**config.mk**
```make
export PLATFORM = sky130hd
export DESIGN_NAME = state_input
export DESIGN_NICKNAME = d
export VERILOG_FILES = /design/src/rtl/oscilo_ui_pkg.sv /design/src/rtl/state_input_debouncer.sv /design/src/rtl/state_input.sv
export SDC_FILE = /design/constraint.sdc
export NUM_CORES = 1
export LEC_CHECK = 0
export BUFFER_PORTS_ARGS = -buffer_cell sky130_fd_sc_hd__buf_4
export CORE_MARGIN = 4
export CORE_UTILIZATION = 60
export DETAILED_ROUTE_END_ITERATION = 12
export PLACE_DENSITY = 0.77
export SLEW_MARGIN = 5
export SYNTH_ARGS = -nofsm -noshare
export SYNTH_HDL_FRONTEND = slang
export SYNTH_SLANG_ARGS = --single-unit
export TNS_END_PERCENT = 50
```
**constraint.sdc**
```tcl
create_clock -name clk -period 2.7 [get_ports clk]
set_input_delay 0.81 -clock clk [delete_from_list [all_inputs] [get_ports clk]]
set_output_delay 0.81 -clock clk [all_outputs]
set_load 0.02 [all_outputs]
```
**src/rtl/oscilo_ui_pkg.sv**
```systemverilog
// Shared types and constants for the oscilloscope UI state-entry block.
package oscilo_ui_pkg;

    typedef enum logic [1:0] {
        ST_IDLE   = 2'd0,
        ST_HOLD   = 2'd1,
        ST_REPEAT = 2'd2
    } step_state_e;

    typedef enum logic {
        DIR_UP   = 1'b0,
        DIR_DOWN = 1'b1
    } step_dir_e;

    // nibble_sel encoding
    localparam logic NIBBLE_LO = 1'b0;  // edit state[3:0]
    localparam logic NIBBLE_HI = 1'b1;  // edit state[7:4]

    // Increment or decrement one nibble modulo 16, leaving the other untouched.
    function automatic logic [7:0] step_nibble(
        input logic [7:0] value,
        input logic       sel,
        input step_dir_e  dir
    );
        logic [3:0] nib;
        logic [7:0] res;
        nib = (sel == NIBBLE_HI) ? value[7:4] : value[3:0];
        nib = (dir == DIR_UP) ? nib + 4'd1 : nib - 4'd1;
        res = value;
        if (sel == NIBBLE_HI) begin
            res[7:4] = nib;
        end else begin
            res[3:0] = nib;
        end
        return res;
    endfunction

endpackage

```
**src/rtl/state_input_debouncer.sv**
```systemverilog
// Two-flop synchronizer plus consecutive-sample debouncer for one button.
// The reported level is qualified by an "armed" flag: after reset a stable
// released level must be debounced before a press is ever reported, so a
// button held through reset never looks like a fresh press.
module debouncer #(
    parameter int unsigned DEBOUNCE_CYCLES = 500000
) (
    input  logic clk,
    input  logic rst_n,
    input  logic btn_raw,
    output logic level
);
    import oscilo_ui_pkg::*;

    localparam int unsigned   CW       = (DEBOUNCE_CYCLES > 1) ? $clog2(DEBOUNCE_CYCLES) : 1;
    localparam logic [CW-1:0] CNT_LAST = CW'(DEBOUNCE_CYCLES - 1);

    logic          sync1_q, sync1_d;
    logic          sync2_q, sync2_d;
    logic [CW-1:0] cnt_q, cnt_d;
    logic [CW-1:0] arm_cnt_q, arm_cnt_d;
    logic          level_q, level_d;
    logic          armed_q, armed_d;

    // Synchronize, count consecutive disagreeing samples, and arm on a debounced low.
    always_comb begin
        sync1_d   = btn_raw;
        sync2_d   = sync1_q;
        cnt_d     = '0;
        arm_cnt_d = '0;
        level_d   = level_q;
        armed_d   = armed_q;

        if (sync2_q != level_q) begin
            if (cnt_q == CNT_LAST) begin
                level_d = sync2_q;
                if (!sync2_q) begin
                    armed_d = 1'b1;
                end
            end else begin
                cnt_d = cnt_q + CW'(1);
            end
        end

        if (!armed_q && !sync2_q && !level_q) begin
            if (arm_cnt_q == CNT_LAST) begin
                armed_d = 1'b1;
            end else begin
                arm_cnt_d = arm_cnt_q + CW'(1);
            end
        end
    end

    // Debouncer state registers.
    always_ff @(posedge clk or negedge rst_n) begin
        if (!rst_n) begin
            sync1_q   <= 1'b0;
            sync2_q   <= 1'b0;
            cnt_q     <= '0;
            arm_cnt_q <= '0;
            level_q   <= 1'b0;
            armed_q   <= 1'b0;
        end else begin
            sync1_q   <= sync1_d;
            sync2_q   <= sync2_d;
            cnt_q     <= cnt_d;
            arm_cnt_q <= arm_cnt_d;
            level_q   <= level_d;
            armed_q   <= armed_d;
        end
    end

    assign level = level_q & armed_q;

endmodule

```
**src/rtl/state_input.sv**
```systemverilog
// Button-driven editor for an 8-bit state value: up/down step the selected
// nibble with hold-to-repeat, sel toggles which nibble is edited.
module state_input #(
    parameter int unsigned DEBOUNCE_CYCLES = 500000,
    parameter int unsigned REPEAT_DELAY    = 25000000,
    parameter int unsigned REPEAT_RATE     = 5000000
) (
    input  logic       clk,
    input  logic       rst_n,
    input  logic       btn_up,
    input  logic       btn_down,
    input  logic       btn_sel,
    output logic [7:0] state,
    output logic       state_change,
    output logic       nibble_sel
);
    import oscilo_ui_pkg::*;

    localparam int unsigned   TMAX      = (REPEAT_DELAY > REPEAT_RATE) ? REPEAT_DELAY : REPEAT_RATE;
    localparam int unsigned   TW        = $clog2(TMAX + 1);
    localparam logic [TW-1:0] LOAD_HOLD = TW'(REPEAT_DELAY);
    localparam logic [TW-1:0] LOAD_RATE = TW'(REPEAT_RATE);

    logic up_lvl, dn_lvl, sel_lvl;
    logic up_prev_q, up_prev_d;
    logic dn_prev_q, dn_prev_d;
    logic sel_prev_q, sel_prev_d;
    logic up_rise, dn_rise, sel_rise;

    step_state_e fsm_q, fsm_d;
    step_dir_e   dir_q, dir_d;
    step_dir_e   step_dir;
    logic [TW-1:0] timer_q, timer_d;
    logic [7:0]    state_q, state_d;
    logic          state_change_q, state_change_d;
    logic          nibble_sel_q, nibble_sel_d;
    logic          do_step, latched_lvl, other_lvl;

    debouncer #(.DEBOUNCE_CYCLES(DEBOUNCE_CYCLES)) u_db_up (
        .clk(clk), .rst_n(rst_n), .btn_raw(btn_up), .level(up_lvl)
    );
    debouncer #(.DEBOUNCE_CYCLES(DEBOUNCE_CYCLES)) u_db_down (
        .clk(clk), .rst_n(rst_n), .btn_raw(btn_down), .level(dn_lvl)
    );
    debouncer #(.DEBOUNCE_CYCLES(DEBOUNCE_CYCLES)) u_db_sel (
        .clk(clk), .rst_n(rst_n), .btn_raw(btn_sel), .level(sel_lvl)
    );

    assign up_rise  = up_lvl  & ~up_prev_q;
    assign dn_rise  = dn_lvl  & ~dn_prev_q;
    assign sel_rise = sel_lvl & ~sel_prev_q;

    // Step FSM next-state, timer, nibble select and state update.
    always_comb begin
        up_prev_d      = up_lvl;
        dn_prev_d      = dn_lvl;
        sel_prev_d     = sel_lvl;
        fsm_d          = fsm_q;
        dir_d          = dir_q;
        step_dir       = dir_q;
        timer_d        = (timer_q != '0) ? timer_q - TW'(1) : '0;
        do_step        = 1'b0;
        latched_lvl    = (dir_q == DIR_UP) ? up_lvl : dn_lvl;
        other_lvl      = (dir_q == DIR_UP) ? dn_lvl : up_lvl;
        nibble_sel_d   = sel_rise ? ~nibble_sel_q : nibble_sel_q;

        case (fsm_q)
            ST_IDLE: begin
                if (up_rise ^ dn_rise) begin
                    do_step  = 1'b1;
                    step_dir = up_rise ? DIR_UP : DIR_DOWN;
                    dir_d    = step_dir;
                    fsm_d    = ST_HOLD;
                    timer_d  = LOAD_HOLD;
                end
            end
            ST_HOLD, ST_REPEAT: begin
                if (!latched_lvl || other_lvl) begin
                    fsm_d   = ST_IDLE;
                    timer_d = '0;
                end else if (timer_q <= TW'(1)) begin
                    do_step = 1'b1;
                    fsm_d   = ST_REPEAT;
                    timer_d = LOAD_RATE;
                end
            end
            default: begin
                fsm_d   = ST_IDLE;
                timer_d = '0;
            end
        endcase

        // Step uses the pre-toggle nibble_sel_q, so a coincident sel toggle
        // only affects later steps.
        state_d        = do_step ? step_nibble(state_q, nibble_sel_q, step_dir) : state_q;
        state_change_d = do_step;
    end

    // Control and output registers.
    always_ff @(posedge clk or negedge rst_n) begin
        if (!rst_n) begin
            up_prev_q      <= 1'b0;
            dn_prev_q      <= 1'b0;
            sel_prev_q     <= 1'b0;
            fsm_q          <= ST_IDLE;
            dir_q          <= DIR_UP;
            timer_q        <= '0;
            state_q        <= '0;
            state_change_q <= 1'b0;
            nibble_sel_q   <= NIBBLE_LO;
        end else begin
            up_prev_q      <= up_prev_d;
            dn_prev_q      <= dn_prev_d;
            sel_prev_q     <= sel_prev_d;
            fsm_q          <= fsm_d;
            dir_q          <= dir_d;
            timer_q        <= timer_d;
            state_q        <= state_d;
            state_change_q <= state_change_d;
            nibble_sel_q   <= nibble_sel_d;
        end
    end

    assign state        = state_q;
    assign state_change = state_change_q;
    assign nibble_sel   = nibble_sel_q;

endmodule

```
# Word-level counts from Yosys, hierarchy flattened
# Cells that the tools add are included.
# classes
addsub,9
order_cmp,1
n_eq_ne,13
muxes,47
bitwise_logic,11
reduce_logical,26
# ops
operator,n
$mux 19,12
$add 19x1->19 const B,6
$eq 19x19->1 const B,6
$mux 25,4
$pmux 25 s2,1
$le 25x1->1 const B,1
$reduce_bool 25->1,1
$sub 25x1->25 const B,1
$mux 1,23
$reduce_and 2->1,6
$logic_not 1->1,10
$mux 4,2
$and 1x1->1,6
$logic_and 1x1->1,6
$mux 2,3
$add 4x1->4 const B,1
$not 1->1,4
$pmux 2 s2,1
$sub 4x1->4 const B,1
$ne 1x1->1,3
$ne 3x3->1 const B,1
$eq 2x1->1 const B,1
$eq 2x2->1 const B,1
$logic_not 2->1,1
other kinds (5),5
# word_totals
regBits,167
word_cells,135

# Depth between registers and ports, before layout
# Gate-level depths: netlist (run 1).
# depth
word_depth,7
mapped_depth,11
ltp_nobuf,11

# By module
# Synthesis (run 1) repeated with hierarchy kept, for this count alone.
# hier_totals
hier_cells,832
area_unflattened_um2,8515.7
# modules_own_cells
mod,n_inst,cells_per_inst,area_each_um2,seq_area_each_um2
debouncer,3,211,2100.8,1051.0
state_input,1,199,2213.4,1026.0

# Worst setup path after synthesis (run 1)
# No wires, ideal clock.
# synth_timing
kind,register -> register
start,"reg nibble_sel_q, in the netlist nibble_sel"
end,"reg state_q[3], in the netlist state[3]"
t_arrival_ns,2.273
required_ns,2.575
setup_slack_ns,0.303
path_stages_with_launch,9
synth_period_minus_slack_ns,2.397
cell_sequence,dfrtp_1 > clkbuf_1 > mux2_2 > ha_1 > a21o_1 > a31oi_1 > xnor2_1 > xnor2_1 > mux2_2
# synth_via
elab_chain_len,3
elab_cells_between_ends,6
classes_between,2 x add/sub; 2 x mux; 1 x bitwise; 1 x reduce/logical
# synth_rtl
item,line_no,source
start: declaration,state_input.sv:36,"logic nibble_sel_q, nibble_sel_d;"
start signal: assignment,state_input.sv:120,nibble_sel_q <= nibble_sel_d;
$mux 4,oscilo_ui_pkg.sv:27,nib = (sel == NIBBLE_HI) ? value[7:4] : value[3:0];
$add 4x1->4 or $sub 4x1->4 (tied branches),oscilo_ui_pkg.sv:28,nib = (dir == DIR_UP) ? nib + 4'd1 : nib - 4'd1;
$mux 4,oscilo_ui_pkg.sv:28,
end signal: assignment,state_input.sv:118,state_q <= state_d;
end: declaration,state_input.sv:34,"logic [7:0] state_q, state_d;"
# Several ways; a longest one is shown, not always the timed one.
# A chain may end at the register's enable or synchronous reset.

# Worst setup path after layout (run 1)
# layout_timing
start,reg fsm_q[0]
end,"reg state_q[3], in the netlist state[3]"
# layout_via
elab_chain_len,4
elab_cells_between_ends,8
classes_between,2 x eq/ne; 3 x mux; 3 x reduce/logical
# layout_rtl
item,line_no,source
start: declaration,state_input.sv:30,"step_state_e fsm_q, fsm_d;"
start signal: assignment,state_input.sv:115,fsm_q <= fsm_d;
$eq 2x1->1 or $eq 2x2->1 (tied branches),state_input.sv:67,case (fsm_q)
$reduce_or 2->1,state_input.sv:67,
$pmux 1 s2,state_input.sv:67,
$reduce_and 2->1 (no line),n/a,
# Several ways; a longest one is shown, not always the timed one.

==> results by group, run 1 <==
Final layout
  • Area delta synth->final: 10.80%
  • Share of cells above drive strength 1: 0.09872
  • Most common cell after layout, fill and taps aside: dfrtp_1
  • Inserted Diodes: 0
  • Most frequent cells in the layout: dfrtp_1 (167), nor2_1 (131), xnor2_1 (70)
  • Nets: roughly 870
  • Fin area: between 9000 and 10,000 um^2

Timing
  • Min cycle time layout: 2.491 ns
  • Fin Hold WS: about 0.33 ns
  • Fmax achieved: about 400 MHz
  • Final hold violation count: 0
  • Least-Margin Pin Slew: around 0.62 ns
  • Period utilization: 0.9227
  • Clk_skew: approximately 0.011 ns
  • TNS Setup: 0 ns
  • Final setup fails: 0
  • Slew HR: 0.5807
  • RSZ-0062 raised after global routing: no
  • Setup WS post-layout: 0.2087 ns
  • Slew Viols, Final: 0

Logic synthesis
  • Synth warn: 0
  • Distinct cell type count after synthesis: between 50 and 60
  • Synth Area in Adders: 0.02191
  • Net count after synthesis: about 850
  • Syn_area_per_cell: 10.05 um^2
  • Mux cell area share after synthesis: 0.02356
  • Top FF cell, synth: dfrtp_1
  • EDFF count, synth: 0
  • XOR/XNOR share of the synthesized area: 0.1386
  • Synth Cell Area: roughly 8300 um^2
  • Fraction of registers with async set/reset: 1.000
  • Post-synthesis compound-gate area fraction: 0.03331
  • Largest family of logic cells by synthesized area: simple AND/OR/NAND/NOR gates
  • Seq/Total Area, Yosys: 0.5011
  • Post-Synth Simple-Gate Area: 0.2588
  • Syn Inst Count: between 800 and 900
  • Synthesis-stage register bit count: about 170

Global route
  • First-pass GRT wire length: between 20,000 and 30,000 um
  • Largest net degree at the start of global routing: 61
  • Number of global-route vias before repair: 6,206
  • Antenna violations before repair: 0
  • Global Route Usage Sum: 0.2176
  • Total gr overflow: 0

Clock network
  • CTS resizes: 0
  • CTS tree: done
  • Postcts setup bufs: 0
  • CTS clock-pin slew for the worst setup and hold paths: 0.06 ns
  • Clock Tree Buf Depth: 2
  • CTS buffer count: 17
  • Htree depth: 4
  • Clk Latency, worst-skew pair: between 0.4 and 0.5 ns
  • CTS Root Cell: clkbuf_16
  • Clock sink total: approximately 170
  • Post-CTS Hold Buffers: 0

Floorplan
  • FP Rows: 42
  • Die width: ~130 um
  • Io pins: 15
  • Die area: 15,850 um^2
  • Die height: between 100 and 150 um
  • Starting Density: 0.6223
  • CORE AREA: ~13,000 um^2

Power
  • Power per cell area: 542.2 nW/um^2
  • Leakage: slightly above 4 nW
  • Total power: 0.005010 W
  • Worst VDD drop: 0.0005147 V

Detailed routing
  • DRC errors left: 0
  • Top Metal Used: met4
  • Met1 WL: a little over 7000 um
  • Vias: 5,998
  • Initial DRC count: 456
  • Routed wl met3: around 480 um
  • Final ANT Viol Nets: 0
  • Vias per cell: between 5 and 6
  • DR pass1 iterations: 4
  • Wire per inst: 15.66 um
  • Post-Route WL: about 16,000 um
  • Met2 Routed Length: ~8300 um

Critical path
  • R2R Path Start: fsm_q[0]
  • CP max FO: 5
  • Most frequent CP cell: xnor2_1
  • CP top delay family: compound AO/OA/AOI/OAI gates
  • Max stage delay on crit path: between 0.3 and 0.4 ns
  • Arrival time worst endpoint: between 2 and 3 ns
  • RR Endpoint: state[3]
  • Setup crit end kind: register
  • R2r setup slk: ~0.21 ns
  • Reg2reg path depth: 11
  • WP data required: around 3.0 ns
  • CP Class: reg2reg
  • Slowest CP cell: dfrtp_1
  • Worst Setup Start Kind: register
  • Worst-path cell chain: inv_1 -> ha_1 -> inv_2 -> o21bai_1 -> a22o_2 -> ha_4 -> a21o_1 -> a31oi_2 -> xnor2_1 -> xnor2_1 -> mux2_2
  • Buf/Inv on CP: 2

Placed design
  • Routability congestion estimate from global placement: between 0.8 and 0.9
  • Port Buffers: 14
  • Placed cell areas: a little under 9000 um^2
  • Pre-CTS setup slack: 0.07139 ns
  • Detailed placement HPWL: around 11,000 um

Status
  • Status: finished, final reports clean

Hold path
  • Hold Path Class: in2async

Run
  • Maxcap violations: 0
## cell usage after synthesis, drive strengths merged, types with 12 or more instances
| cell type | number | share of area |
|---|---|---|
| nand4 | 27 | 0.022 |
| buf | 12 | 0.0078 |
| mux2 | 13 | 0.018 |
| nor3 | 45 | 0.030 |
| xor2 | 62 | 0.065 |
| nor2 | 131 | 0.059 |
| xnor2 | 70 | 0.074 |
| dfrtp | 167 | 0.50 |
| ha | 13 | 0.020 |
| nand3 | 48 | 0.029 |
| nor4 | 27 | 0.020 |
| clkbuf | 13 | 0.0059 |
| inv | 20 | 0.0090 |
| and4 | 17 | 0.018 |
| nand2 | 57 | 0.026 |
## per-layer routing
metal | up-vias | global-route usage
li1 | 2921 | -
met5 | - | 0
met4 | 0 | 0.07445
met3 | 23 | 0.05673
met1 | 2948 | 0.2789
met2 | 106 | 0.3615
## flip-flops by register name, indices dropped and copies added, names as in the netlist, 2 cells and up
signal / cells
fsm_q: 2
timer_q: 25
u_db_up.cnt_q: 19
u_db_down.arm_cnt_q: 19
state: 8
u_db_up.arm_cnt_q: 19
u_db_sel.arm_cnt_q: 19
u_db_sel.cnt_q: 19
u_db_down.cnt_q: 19
## power by group
part	switching, W	total (W)	leakage, nW	internal [W]
Combinational	0.0000959	0.000132	1.55	0.0000365
Clock	0.000943	0.00232	0.259	0.00138
Sequential	0.0000289	0.00256	2.30	0.00253
Total	0.00107	0.00501	4.12	0.00394
## cells by family after synthesis
logic type                 after synthesis
AOI/OAI and AO/OA                       38
xor gates and xnor gates               132
adders and majority gates               14
buffers and inverters                   45
DFF                                    167
muxes                                   18
and+or+nand+nor                        416
## stage by stage
stage,utilization,std cells
after floorplan,-,830
after global placement,0.6464,1006
after detailed placement,0.6464,1006
after CTS,0.6880,1037
after global routing,0.6895,1037
final,0.6895,1037
## area by class of cell
class	instances	area, um^2
Clock buffer	23	457.9
Clock inverter	8	100.1
Fill cell	1001	4160
Inverter	20	75.07
Multi-Input combinational cell	618	3991
Sequential cell	167	4179
Tap cell	176	220.2
Timing Repair Buffer	25	216.5
## how the worst max path moves through the flow
stage                     slack, ns  endpoint        from  cells after the start
after floorplan                0.30  state[3]  nibble_sel                      8
after global placement         0.27  state[3]    fsm_q[0]                     11
after detailed placement       0.07  state[3]    fsm_q[0]                     11
after CTS                      0.05  state[3]    fsm_q[0]                     11
after global routing           0.02  state[3]    fsm_q[0]                     11
final                          0.21  state[3]    fsm_q[0]                     11
## worst reg2reg max path: stages (launching register included)
cell	delay, ns
dfrtp_1	0.36
inv_1	0.06
ha_1	0.26
inv_2	0.11
o21bai_1	0.08
a22o_2	0.34
ha_4	0.27
a21o_1	0.18
a31oi_2	0.17
xnor2_1	0.16
xnor2_1	0.11
mux2_2	0.27
Note: power is estimated with default switching activity, not from simulation.
==> run 2: changes to the inputs <==
Settings changed: CORE_UTILIZATION 60 to 57, PLACE_DENSITY 0.77 to 0.76.
Clock period 2.7 ns to 2.15 ns, I/O delays scaled along.
==> results by group, run 2 (synthesized netlist as in run 1, its figures left out) <==
Status
  • Status: finished, violations left (was finished, final reports clean)
  • Failing checks: negative setup slack

Floorplan
  • FP Rows: 43 (was 42)
  • Die height: 129.0 um (was 125.9 um)
  • Io pins: 15 (unchanged)
  • Die area: 16,630 um^2 (was 15,850 um^2)
  • Starting Density: 0.5916 (was 0.6223)
  • CORE AREA: 14,100 um^2 (was 13,400 um^2)
  • Die width: 129.0 um (was 125.9 um)

Detailed routing
  • Post-Route WL: 16,130 um (was 16,240 um)
  • Vias per cell: 5.693 (was 5.784)
  • Vias: 6,120 (was 5,998)
  • Wire per inst: 15.01 um (was 15.66 um)
  • Initial DRC count: 433 (was 456)
  • DR pass1 iterations: 5 (was 4)
  • Final ANT Viol Nets: 0 (unchanged)
  • DRC errors left: 0 (unchanged)

Timing
  • TNS Setup: -0.06947 ns (was 0 ns)
  • Final hold violation count: 0 (unchanged)
  • Min cycle time layout: 2.188 ns (was 2.491 ns)
  • Period utilization: 1.018 (was 0.9227)
  • Final setup fails: 2 (was 0)
  • Clk_skew: 0.006007 ns (was 0.01139 ns)
  • Setup WS post-layout: -0.03846 ns (was 0.2087 ns)
  • Slew Viols, Final: 0 (unchanged)
  • RSZ-0062 raised after global routing: yes (was no)
  • Slew HR: 0.6399 (was 0.5807)
  • Least-Margin Pin Slew: 0.5360 ns (was 0.6233 ns)
  • Fmax achieved: 456.9 MHz (was 401.4 MHz)

Global route
  • GR Layer Usage met3: 0.05189 (was 0.05673)
  • Gr busiest metal: met2 (unchanged)
  • Largest net degree at the start of global routing: 47 (was 61)
  • Total gr overflow: 0 (unchanged)
  • Number of global-route vias before repair: 6,227 (was 6,206)
  • First-pass GRT wire length: 28,480 um (was 28,660 um)
  • Antenna violations before repair: 0 (unchanged)
  • Grt met1 use: 0.2725 (was 0.2789)
  • Global Route Usage Sum: 0.2092 (was 0.2176)
  • Grt met2 use: 0.3454 (was 0.3615)

Critical path
  • Setup crit end kind: register (unchanged)
  • Worst Setup Start Kind: register (unchanged)
  • CP Class: reg2reg (unchanged)
  • CP max FO: 4 (was 5)
  • Arrival time worst endpoint: 2.49 ns (was 2.80 ns)
  • Critical path startpoint: fsm_q[0] (unchanged)
  • R2R Path Start: fsm_q[0] (unchanged)
  • WP data required: 2.45 ns (was 3.00 ns)

Placed design
  • Port Buffers: 14 (unchanged)
  • Placed cell areas: 8892 um^2 (was 8662 um^2)
  • Detailed placement HPWL: 11,230 um (was 10,750 um)
  • Pre-CTS setup slack: -0.09290 ns (was 0.07139 ns)
  • Routability congestion estimate from global placement: 0.8711 (was 0.8811)

Final layout
  • Inserted Diodes: 0 (unchanged)
  • Share of cells above drive strength 1: 0.1508 (was 0.09872)
  • Most common cell after layout, fill and taps aside: dfrtp_1 (unchanged)
  • Fill count: 1,057 (was 1,001)
  • Fin area: 9553 um^2 (was 9240 um^2)
  • Reg with most FFs: timer_q (unchanged)
  • Max reg flops: 25 (unchanged)
  • Area delta synth->final: 14.55% (was 10.80%)
  • Nets: 901 (was 868)
  • Most frequent cells in the layout: dfrtp_1 (166), nor2_1 (131), xnor2_1 (70) (was dfrtp_1 (167), nor2_1 (131), xnor2_1 (70))

Run
  • Maxcap violations: 0 (unchanged)

Hold path
  • Hold Path Class: in2async (unchanged)

Clock network
  • CTS tree: done (unchanged)
  • CTS clock-pin slew for the worst setup and hold paths: 0.07 ns (was 0.06 ns)
  • CTS Root Cell: clkbuf_16 (unchanged)
  • Clk Latency, worst-skew pair: 0.42 ns (was 0.43 ns)
  • Clock Tree Buf Depth: 2 (unchanged)
  • CTS buffer count: 17 (unchanged)
  • Clock sink total: 167 (unchanged)
  • Htree depth: 4 (unchanged)

Power
  • Power per cell area: 649.5 nW/um^2 (was 542.2 nW/um^2)
  • Worst VDD drop: 0.0005915 V (was 0.0005147 V)
  • Leakage: 4.283 nW (was 4.116 nW)
[run 2: metrics by stage]
step	util	hold slack, ns	power (W)	cells
4_1_cts	0.6717	0.1555	0.006272	1069
2_1_floorplan	-	0.3312	0.003342	830
6_report	0.6777	0.1495	0.006204	1075
5_1_grt	0.6777	0.1682	0.006452	1075
3_3_place_gp	0.6308	0.3539	0.003443	1035
3_5_place_dp	0.6308	0.3584	0.003455	1035
[run 2: final cells by class]
| class | instances | area, um^2 | share of cell area |
|---|---|---|---|
| Multi-Input combinational cell | 618 | 4045 | 0.4234 |
| Clock buffer | 19 | 452.9 | 0.04741 |
| Inverter | 20 | 75.07 | 0.007859 |
| Tap cell | 180 | 225.2 | 0.02358 |
| Sequential cell | 167 | 4180 | 0.4376 |
| Timing Repair Buffer | 58 | 476.7 | 0.04990 |
| Clock inverter | 13 | 97.59 | 0.01022 |
[run 2: metal layers]
metal	routed length (um)	vias to the layer above
met2	8131	102
met1	7308	3021
met3	481	19
met5	0	-
met4	212	0
li1	-	2978
[run 2: worst paths after layout]
path	slack, ns	end	cells after the start
setup / recovery	-0.04	state[3]	11
hold / removal	0.15	u_db_down.arm_cnt_q[10]	1
setup reg to reg	-0.04	state[3]	11
hold reg to reg	0.37	u_db_sel.sync2_q	0
max in group asynchronous	1.36	u_db_sel.arm_cnt_q[10]	2
min in group clk	0.33	u_db_sel.sync1_q	1
[run 2: power by group]
part / total, W / internal, W / leakage [nW] / switching (W)
combinational: 0.000181 / 0.0000561 / 1.73 / 0.000125
sequential: 0.00321 / 0.00318 / 2.30 / 0.0000369
clock: 0.00281 / 0.00154 / 0.250 / 0.00127
total: 0.00620 / 0.00478 / 4.28 / 0.00143
[run 2: timing repair]
item,CTS,global route
gates resized for setup,3,9
hold buffers,0,0
buffers inserted,2,6
pin swaps,3,3
gates cloned,0,0
endpoints found under the setup margin,2,16
[run 2: worst max-delay path, stage by stage (launching register included)]
cell and delay, ns:
dfrtp_1 0.39, inv_2 0.08, ha_4 0.14, inv_2 0.04, o21bai_1 0.13, a22o_2 0.23, ha_4 0.22, a21o_1 0.15
a31oi_1 0.18, xnor2_1 0.16, xnor2_1 0.11, mux2_4 0.26
